--- src/rtl/multi_paddle_pkg.sv ---
// Shared types and helpers for the multi-paddle controller.
// Coordinate widths, button/edge bit indices, saturation and clamp.
package multi_paddle_pkg;

  localparam int COORD_W  = 13;
  localparam int SCOORD_W = 14;

  localparam int DIR_U = 3;
  localparam int DIR_D = 2;
  localparam int DIR_L = 1;
  localparam int DIR_R = 0;

  localparam int EDGE_TOP   = 3;
  localparam int EDGE_BOT   = 2;
  localparam int EDGE_LEFT  = 1;
  localparam int EDGE_RIGHT = 0;

  typedef logic [COORD_W-1:0]         coord_t;
  typedef logic signed [SCOORD_W-1:0] scoord_t;

  typedef struct packed {
    coord_t pos;
    logic   lo;
    logic   hi;
  } clamp_t;

  // One +/-1 step, held when both or neither pressed,
  // limited to [-lim, +lim].
  function automatic scoord_t sat_step(
    input scoord_t d,
    input logic    inc,
    input logic    dec,
    input int      lim
  );
    scoord_t n;
    scoord_t l;
    l = scoord_t'(lim);
    n = d;
    if (inc && !dec)
      n = d + scoord_t'(1);
    else if (dec && !inc)
      n = d - scoord_t'(1);
    if (n > l)
      n = l;
    else if (n < -l)
      n = -l;
    return n;
  endfunction

  // Keep the paddle body fully on screen along one axis.
  function automatic clamp_t clamp(
    input coord_t  pos,
    input scoord_t d,
    input int      lo_off,
    input int      hi_off,
    input int      span
  );
    scoord_t s;
    scoord_t t;
    scoord_t b;
    clamp_t  r;
    s     = scoord_t'({1'b0, pos}) + d;
    t     = s - scoord_t'(lo_off);
    b     = s + scoord_t'(hi_off);
    r.pos = s[COORD_W-1:0];
    r.lo  = 1'b0;
    r.hi  = 1'b0;
    if (t < 0) begin
      r.pos = coord_t'(lo_off);
      r.lo  = 1'b1;
    end else if (b >= scoord_t'(span)) begin
      r.pos = coord_t'(span - 1 - hi_off);
      r.hi  = 1'b1;
    end
    return r;
  endfunction

endpackage

--- src/rtl/multi_paddle_ctrl_channel.sv ---
// One paddle: displacement accumulators, clamp on commit,
// edge-hit flags.
module paddle_channel
  import multi_paddle_pkg::*;
#(
  parameter int WIDTH     = 20,
  parameter int HEIGHT    = 50,
  parameter int COLS      = 640,
  parameter int ROWS      = 480,
  parameter int MAX_STEP  = 8,
  parameter int VERT_ONLY = 0,
  parameter int INIT_ROW  = 240,
  parameter int INIT_COL  = 160
) (
  input  logic         clk,
  input  logic         reset,
  input  logic         sample,
  input  logic         commit,
  input  logic [3:0]   move,
  output coord_t       pos_row,
  output coord_t       pos_col,
  output logic [3:0]   at_edge
);

  localparam int  ROW_LO = HEIGHT >> 1;
  localparam int  ROW_HI = (HEIGHT - 1) >> 1;
  localparam int  COL_LO = WIDTH >> 1;
  localparam int  COL_HI = (WIDTH - 1) >> 1;
  localparam logic H_EN  = (VERT_ONLY == 0);

  scoord_t    dv;
  scoord_t    dh;
  scoord_t    dv_nx;
  scoord_t    dh_nx;
  clamp_t     rc;
  clamp_t     cc;
  logic [3:0] edge_nx;

  // Next displacement on a sample, and clamped commit values.
  always_comb begin
    dv_nx = sat_step(dv, move[DIR_D], move[DIR_U], MAX_STEP);
    dh_nx = sat_step(dh, H_EN & move[DIR_R],
                     H_EN & move[DIR_L], MAX_STEP);
    rc = clamp(pos_row, dv, ROW_LO, ROW_HI, ROWS);
    cc = clamp(pos_col, dh, COL_LO, COL_HI, COLS);
    edge_nx             = '0;
    edge_nx[EDGE_TOP]   = rc.lo;
    edge_nx[EDGE_BOT]   = rc.hi;
    edge_nx[EDGE_LEFT]  = cc.lo;
    edge_nx[EDGE_RIGHT] = cc.hi;
  end

  // Accumulate between frames, commit and clear on frame edge.
  always_ff @(posedge clk or posedge reset) begin
    if (reset) begin
      pos_row <= coord_t'(INIT_ROW);
      pos_col <= coord_t'(INIT_COL);
      dv      <= '0;
      dh      <= '0;
      at_edge <= '0;
    end else if (commit) begin
      pos_row <= rc.pos;
      pos_col <= cc.pos;
      dv      <= '0;
      dh      <= '0;
      at_edge <= edge_nx;
    end else if (sample) begin
      dv <= dv_nx;
      dh <= dh_nx;
    end
  end

endmodule

--- src/rtl/multi_paddle_ctrl.sv ---
// Multi-paddle position controller: shared sample divider,
// per-channel paddles, commit strobe.
module multi_paddle_ctrl
  import multi_paddle_pkg::*;
#(
  parameter int NUM_PADDLES = 2,
  parameter int WIDTH       = 20,
  parameter int HEIGHT      = 50,
  parameter int COLS        = 640,
  parameter int ROWS        = 480,
  parameter int SAMPLE_DIV  = 160000,
  parameter int MAX_STEP    = 8,
  parameter int VERT_ONLY   = 0
) (
  input  logic                           clk,
  input  logic                           reset,
  input  logic                           active,
  input  logic                           new_frame,
  input  logic [4*NUM_PADDLES-1:0]       move,
  output logic [COORD_W*NUM_PADDLES-1:0] pos_row,
  output logic [COORD_W*NUM_PADDLES-1:0] pos_col,
  output logic [COORD_W-1:0]             size_h,
  output logic [COORD_W-1:0]             size_w,
  output logic [4*NUM_PADDLES-1:0]       at_edge,
  output logic                           commit_valid
);

  localparam int CNT_W   = $clog2(SAMPLE_DIV + 1);
  localparam int COL_SEP = COLS / (2 * NUM_PADDLES);

  logic [CNT_W-1:0] cnt;
  logic             cnt_top;
  logic             tick;

  assign size_h  = COORD_W'(HEIGHT);
  assign size_w  = COORD_W'(WIDTH);
  assign cnt_top = (cnt == CNT_W'(SAMPLE_DIV));
  assign tick    = cnt_top & ~new_frame;

  // Sample divider, restarted by every frame boundary.
  always_ff @(posedge clk or posedge reset) begin
    if (reset)
      cnt <= CNT_W'(1);
    else if (new_frame || cnt_top)
      cnt <= CNT_W'(1);
    else
      cnt <= cnt + CNT_W'(1);
  end

  // Strobe the cycle after positions were committed.
  always_ff @(posedge clk or posedge reset) begin
    if (reset)
      commit_valid <= 1'b0;
    else
      commit_valid <= new_frame;
  end

  for (genvar i = 0; i < NUM_PADDLES; i++) begin : g_ch
    paddle_channel #(
      .WIDTH     (WIDTH),
      .HEIGHT    (HEIGHT),
      .COLS      (COLS),
      .ROWS      (ROWS),
      .MAX_STEP  (MAX_STEP),
      .VERT_ONLY (VERT_ONLY),
      .INIT_ROW  (ROWS / 2),
      .INIT_COL  (COL_SEP * (2 * i + 1))
    ) u_ch (
      .clk     (clk),
      .reset   (reset),
      .sample  (tick & active),
      .commit  (new_frame),
      .move    (move[4*i +: 4]),
      .pos_row (pos_row[COORD_W*i +: COORD_W]),
      .pos_col (pos_col[COORD_W*i +: COORD_W]),
      .at_edge (at_edge[4*i +: 4])
    );
  end

endmodule

--- config.mk ---
export PLATFORM = sky130hd
export DESIGN_NAME = multi_paddle_ctrl
export DESIGN_NICKNAME = d
export VERILOG_FILES = /design/src/rtl/multi_paddle_pkg.sv /design/src/rtl/multi_paddle_ctrl_channel.sv /design/src/rtl/multi_paddle_ctrl.sv
export SDC_FILE = /design/constraint.sdc
export NUM_CORES = 1
export LEC_CHECK = 0
export ABC_AREA = 1
export ABC_CLOCK_PERIOD_IN_PS = 6100
export CORE_MARGIN = 2
export CORE_UTILIZATION = 50
export DETAILED_ROUTE_END_ITERATION = 10
export PLACE_DENSITY = 0.8
export SLEW_MARGIN = 30
export SYNTH_ARGS = -nofsm -noshare
export SYNTH_HDL_FRONTEND = slang
export SYNTH_SLANG_ARGS = --single-unit
--- constraint.sdc ---
create_clock -name clk -period 6.1 [get_ports clk]
set_input_delay 1.22 -clock clk [delete_from_list [all_inputs] [get_ports clk]]
set_output_delay 1.22 -clock clk [all_outputs]
set_load 0.02 [all_outputs]
==> results of run 1 <==
[cell usage after synthesis, types with 4 or more instances]
cell	count
o21bai_1	4
nor3_1	27
xnor2_1	9
nand3_2	9
nor2_2	11
or2_2	6
buf_4	31
o21ai_2	23
nor2_4	4
nand4_1	62
nand2_2	19
o21ai_0	60
nor4_1	6
dfstp_2	15
and2_1	4
nand3b_1	10
dfrtp_1	120
nand3_1	171
fa_1	4
a31oi_1	5
nor2_1	207
ha_1	70
inv_1	247
nand2_1	586
clkbuf_1	17
xor2_1	49
inv_2	16
buf_2	5
a21oi_1	42
o21ai_1	33
clkinv_1	4
[per-layer routing]
metal	GRT usage (%)	up-vias
met5	0	-
met4	7.55	0
met3	4.16	59
met2	40.5	362
met1	32.8	5645
li1	-	6236
[through the flow]
step,std cells,area [sq um]
finish,2317,14000
global route,2317,14000
CTS,2316,13900
detailed placement,2284,13300
global placement,2284,13300
floorplan,1940,12500
[worst paths after layout]
check / to / slack (ns) / cells past startpoint
max: g_ch[0].u_ch.dh[11] / 2.32 / 15
min: cnt[0] / 0.48 / 1
max reg2reg: g_ch[0].u_ch.pos_row[3] / 2.60 / 15
min reg2reg: cnt[0] / 0.48 / 1
max in group asynchronous: g_ch[0].u_ch.pos_row[4] / 3.75 / 4
min in group asynchronous: g_ch[1].u_ch.pos_row[3] / 1.10 / 2
[critical path: cells and delay by family]
kind / cells / cell delay (ns)
buffers and inverters: 3 / 0.74
and+or+nand+nor: 9 / 1.35
xor gates and xnor gates: 1 / 0.25
adders and majority gates: 1 / 0.46
AOI/OAI and AO/OA: 1 / 0.12
[power groups by stage]
| stage | Combinational [uW] | Clock [uW] | Sequential [uW] |
|---|---|---|---|
| floorplan | 3530 | 0 | 1690 |
| global placement | 4710 | 0 | 1650 |
| detailed placement | 4820 | 0 | 1650 |
| CTS | 4860 | 1140 | 1640 |
| global route | 5530 | 1180 | 1690 |
| finish | 4890 | 1130 | 1640 |
[sequential cells by signal (all words and copies together) (netlist names)]
register,count
cnt,18
commit_valid,1
g_ch.u_ch.at_edge,8
g_ch.u_ch.dh,28
g_ch.u_ch.dv,28
g_ch.u_ch.pos_col,26
g_ch.u_ch.pos_row,26
[logic make-up (layout without fill, tap and decap cells)]
kind of cell	after synthesis	after routing	synth area share, %
xor+xnor	61	61	4.59
buf+inv	324	377	10.8
simple gates	1136	1136	40.5
fa+ha+maj	74	74	7.72
compound gates	184	184	8.86
flops	135	135	27.4
other cells	2	26	0.0606
[cell type report]
class	count	area, sq um
repair buffers	77	773
multi-input cells	1481	7750
clock inverters	14	198
well taps	324	405
fillers	2295	10300
inverters	268	1010
flip-flops and latches	135	3400
clock buffers	18	439
==> summary.md, run 1 <==
| Metric | Value |
|---|---|
| Met3 WL | 1620 microns |
| CP Max Fanout | 10 |
| Top_reg_cell synth | dfrtp_1 |
| Num rows | 57 |
| Number of design-rule violations left by the first detailed-router iteration | 935 |
| Number of synthesis warnings | 0 |
| Number of register bits inferred by synthesis | 135 |
| Critical Path Start Type | input port |
| Reg clk slew, reported paths | 0.06 ns |
| Share of final-layout standard cells stronger than drive strength 1 | 8.23% |
| Fraction of power consumed by sequential logic | 21.5% |
| Setup clock skew after layout | 0.0108 ns |
| Clock buffers created by TritonCTS | 17 |
| Number of sinks handled by clock tree synthesis | 135 |
| Required time of the worst setup path | 6.45 ns |
| Most frequent standard cell in the layout excluding fill and tap cells | nand2_1 |
| Worst slew margin relative to its limit | 52.6% |
| Post-synthesis instance area | 12,400 sq um |
| Buffer cell driving the clock tree root | clkbuf_16 |
| Leading area contributor after synthesis | dfrtp_1 |
| Wire length of the first global-routing pass | 53,400 microns |
| Buffer levels on the longest clock path | 2 |
| Fraction of the cycle the final worst path needs | 62.0% |
| Initial Util | 50.9% |
| Critical path class | input port to flop |
| Result of the run | complete, no violations |
| Fraction of post-synthesis cell area in the top cell type by area | 24.2% |
| Critical R2R Launch | g_ch[0].u_ch.pos_row[0] |
| Total number of vias | 12,300 |
| Uppermost layer routed | met4 |
| Die ar. | 26,000 sq um |
| Leak pwr | 0.00736 uW |
| Worst stage delay on the critical path | 0.53 ns |
| Endpoint type of the worst setup path | flop |
| Comb pwr share | 63.8% |
| Worst-Margin Slew | 0.710 ns |
| Min Tclk post-route | 3.78 ns |
| Max-cap violations | 0 |
| Switching power total | 4030 uW |
| Cell with the largest stage delay on the worst path | clkdlybuf4s50_1 |
| Main area contributors after synthesis | dfrtp_1 24%, nand2_1 18%, inv_1 7.5% |
| Post-layout total power | 7660 uW |
| Part of the total power dissipated in the clock network | 14.7% |
| Number of instances in the synthesized netlist | 1,916 |
| Highest attainable clock frequency | 0.265 GHz |
| Worst min path class | flop to flop |
| Core region area | 24,300 sq um |
| DP HPWL | 24,000 microns |
| Post-CTS Setup Bufs | 0 |
| Drt wl/cell | 13.5 microns |
| Antenna violations before repair | 0 |
| Maximum number of pins on one net before global-route repair | 95 |
| Clock tree from TritonCTS | yes |
| Count of instances resized after the clock tree is built | 0 |
| Max-slew violation count | 0 |
| Total detailed-routing wirelength | 31,200 microns |
| Met1 routed wirelength after detailed routing | 14,200 microns |
| Number of global-route vias before repair | 11,500 |
| Worst voltage drop across the vdd grid | 0.000335 V |
| Die Span X | 161 microns |
| Gpl congestion | 0.917 |
| Die H | 161 microns |
| Initial DRT Pass Iterations | 5 |
| Average via count per standard cell | 5.31 |
| P per Cell Area | 548 nW/um^2 |
| Final worst hold slack | 0.477 ns |
| Cell Chain, Critical Path | clkdlybuf4s50_1 > inv_1 > nor2_1 > nand4_1 > nor2_1 > nand2_1 > nand2_1 > xor2_1 > nand2_1 > nor3b_1 > nand3_1 > ha_1 > inv_1 > and2_1 > o21ai_1 |
| Async SR Flop Fraction | 100% |
| Routed length on met2 | 14,700 microns |
| Final-layout setup total negative slack | 0 ns |
| Top Ports | 99 |
| Netlist cell types | 57 |
| Number of port buffers | 72 |
| Crit path from | move[1] |
| Switching Share | 52.6% |
| CP dominant cell by count | nand2_1 |
| Final hold violation count | 0 |
| Unrepaired setup endpoints after global routing | no |
| P_int | 3630 uW |
| Sequential element share of the synthesized area | 27.4% |
| Data arrival at the endpoint of the critical path | 4.13 ns |
| Total number of H-tree levels | 4 |
| Final core area utilization | 57.5% |
| Hold bufs inserted after CTS | 0 |
| Number of remaining DRC errors | 0 |
| Count of flip-flops with a built-in enable after synthesis | 0 |
| Antenna diode count | 0 |
| Signed area change from the synthesized netlist to the final layout | 12.8% |
| Commonest non-fill, non-tap cells in the layout | 586 x nand2_1, 246 x inv_1, 207 x nor2_1 |
| Clock latency at the later pin of the worst-skew pair | 0.43 ns |
| Setup Viol. Count Final | 0 |
| Antenna viol nets, final | 0 |
| Worst slack at placement | 1.99 ns |
| Hold Startpoint | cnt[0] |
| Setup ws final | 2.32 ns |
| Mapped Avg Cell Area | 6.46 sq um |
| Remaining global-route overflow | 0 |
| Global-route total usage across every layer | 24.5% |
| Net total in the final layout | 2,066 |
(Power assumes the default switching activity.)
==> inputs of run 2 (changes only) <==
--- a/config.mk
+++ b/config.mk
@@ -6,7 +6,7 @@
 export NUM_CORES = 1
 export LEC_CHECK = 0
 export ABC_AREA = 1
-export ABC_CLOCK_PERIOD_IN_PS = 6100
+export ABC_CLOCK_PERIOD_IN_PS = 3570
 export CORE_MARGIN = 2
 export CORE_UTILIZATION = 50
 export DETAILED_ROUTE_END_ITERATION = 10
==> constraint.sdc (replaced) <==
create_clock -name clk -period 3.57 [get_ports clk]
set_input_delay 0.714 -clock clk [delete_from_list [all_inputs] [get_ports clk]]
set_output_delay 0.714 -clock clk [all_outputs]
set_load 0.02 [all_outputs]
==> run 2 against run 1 <==
Global-route usage grew 0.53 points. Sequential share of layout area down 0.11 points. Clock-buffer cell count stayed put. Critical endpoint is now g_ch[0].u_ch.pos_row[3]. Flip-flop and latch count stayed put. Sequential power grew 72%. Combinational power up 72%. Routed wire length up 1.8%. Largest cell class unchanged. Via count grew 0.63%. Final cell count is 0.26% higher. Hold slack better by 0.0015 ns. Non-clock buffer count up 7.
==> summary.md, run 2 (same netlist as run 1, synthesis figures left out) <==
| Metric | Value |
|---|---|
| Result of the run | complete, no violations |
| Required time of the worst setup path | 3.88 ns |
| Min Tclk post-route | 3.29 ns |
| DP Area | 13,400 sq um |
| Highest attainable clock frequency | 0.304 GHz |
| Initial DRT Pass Iterations | 6 |
| Number of remaining DRC errors | 0 |
| Antenna viol nets, final | 0 |
| Number of cell instances on the worst register-to-register path | 16 |
| Max-cap violations | 0 |
| Reg2Reg Setup Slack | 0.28 ns |
| Hold Startpoint | cnt[0] |
| Remaining global-route overflow | 0 |
| Number of global-route vias before repair | 11,900 |
| Worst Hold Path EP | cnt[0] |
| Die Span X | 161 microns |
| Buffer levels on the longest clock path | 2 |
| Worst voltage drop across the vdd grid | 0.000559 V |
| Worst min path class | flop to flop |
| Most frequent standard cell in the layout excluding fill and tap cells | nand2_1 |
| Average via count per standard cell | 5.33 |
| Filler cells | 2,268 |
| Die H | 161 microns |
| Worst-Margin Slew | 0.553 ns |
| Total number of vias | 12,400 |
| Final-layout setup total negative slack | 0 ns |
| P per Cell Area | 943 nW/um^2 |
| Gpl congestion | 0.950 |
| Commonest non-fill, non-tap cells in the layout | 586 x nand2_1, 246 x inv_1, 207 x nor2_1 |
| Final hold violation count | 0 |
| Critical Path Start Type | flop |
| Global-route total usage across every layer | 25.0% |
| Final cell area excluding filler cells | 14,000 sq um |
| Post-CTS Setup Bufs | 0 |
| Net total in the final layout | 2,073 |
| Endpoint type of the worst setup path | flop |
| Clock tree from TritonCTS | yes |
| Core region area | 24,300 sq um |
| Signed area change from the synthesized netlist to the final layout | 13.3% |
| Fraction of the cycle the final worst path needs | 92.1% |
| DP HPWL | 24,800 microns |
| Top Ports | 99 |
| Data arrival at the endpoint of the critical path | 3.60 ns |
| Setup clock skew after layout | 0.0134 ns |
| Critical path class | flop to flop |
| CP Max Fanout | 7 |
| Clock buffers created by TritonCTS | 17 |
| Wire length of the first global-routing pass | 54,600 microns |
| Clock latency at the later pin of the worst-skew pair | 0.43 ns |
| Max-slew violation count | 0 |
| Buffer cell driving the clock tree root | clkbuf_16 |
| Total number of H-tree levels | 4 |
| Unrepaired setup endpoints after global routing | no |
| Number of design-rule violations left by the first detailed-router iteration | 905 |
| Number of cells on the worst hold path | 1 |
| Number of sinks handled by clock tree synthesis | 135 |
| Antenna diode count | 0 |
| Final core area utilization | 57.7% |
| Drt wl/cell | 13.7 microns |
| Total detailed-routing wirelength | 31,800 microns |
| Count of instances resized after the clock tree is built | 0 |
| Worst reg2reg endpoint | g_ch[0].u_ch.pos_row[3] |
| Maximum number of pins on one net before global-route repair | 54 |
| Critical R2R Launch | g_ch[0].u_ch.dv[0] |
| Hold bufs inserted after CTS | 0 |
| Share of final-layout standard cells stronger than drive strength 1 | 8.50% |
| Reg clk slew, reported paths | 0.06 ns |
| Antenna violations before repair | 0 |
| Registers with the most flip-flops | g_ch.u_ch.dh x28, g_ch.u_ch.dv x28 |
| Worst slew margin relative to its limit | 62.8% |
| Setup Viol. Count Final | 0 |
| Leak pwr | 0.00739 uW |
| Die ar. | 26,000 sq um |
| Post-layout total power | 13,200 uW |
| Num rows | 57 |
| Initial Util | 50.9% |
| Number of port buffers | 72 |
## run 2: power by group
part	internal, uW	switching [uW]
combinational	2940	5490
sequential	2090	734
clock	1250	725
## run 2: worst max-delay path by stage
stage / from / cells past startpoint / end / slack (ns)
after floorplan: move[1] / 15 / g_ch[0].u_ch.dh[11] / 0.72
after global placement: move[5] / 16 / g_ch[1].u_ch.dh[3] / 0.19
after detailed placement: move[5] / 15 / g_ch[1].u_ch.dh[2] / 0.08
after CTS: g_ch[0].u_ch.dv[0] / 16 / g_ch[0].u_ch.pos_row[3] / 0.31
after global routing: g_ch[0].u_ch.dv[0] / 16 / g_ch[0].u_ch.pos_row[3] / 0.1
final: g_ch[0].u_ch.dv[0] / 16 / g_ch[0].u_ch.pos_row[3] / 0.28
## run 2: routing by layer
layer,wire length (microns),up-vias,share of wire [%],GRT usage (%)
li1,-,6236,-,-
met1,14500,5741,46,33.0
met2,15200,349,48,42.3
met3,1510,54,4.8,3.90
met4,616,0,1.9,7.71
met5,0,-,0,0
## run 2: cell type report
class / instances / area [sq um] / area share, %
Clock buffer: 18 / 439 / 3.13
Clock inverter: 13 / 204 / 1.45
Inverter: 268 / 1010 / 7.20
Multi-Input combinational cell: 1481 / 7750 / 55.2
Sequential cell: 135 / 3400 / 24.2
Tap cell: 324 / 405 / 2.89
Timing Repair Buffer: 84 / 831 / 5.92
## run 2: metrics by stage
step / worst slack (ns) / std cells / hold WS [ns]
after floorplan: 0.724 / 1940 / 0.446
after global placement: 0.193 / 2292 / 0.453
after detailed placement: 0.0773 / 2292 / 0.469
after CTS: 0.308 / 2323 / 0.485
after global routing: 0.0982 / 2323 / 0.498
final: 0.283 / 2323 / 0.479
## run 2: worst max-delay path, cell delays in order (launching register included)
cell	delay [ns]
dfrtp_1	0.46
ha_1	0.29
fa_1	0.47
nand3_1	0.12
nand3_1	0.11
xor2_1	0.26
inv_1	0.10
ha_1	0.21
o31ai_1	0.08
nand4_1	0.17
o21ai_1	0.15
nand2_1	0.10
nor2_2	0.25
buf_4	0.21
inv_2	0.04
nor2_1	0.10
nor2_1	0.06
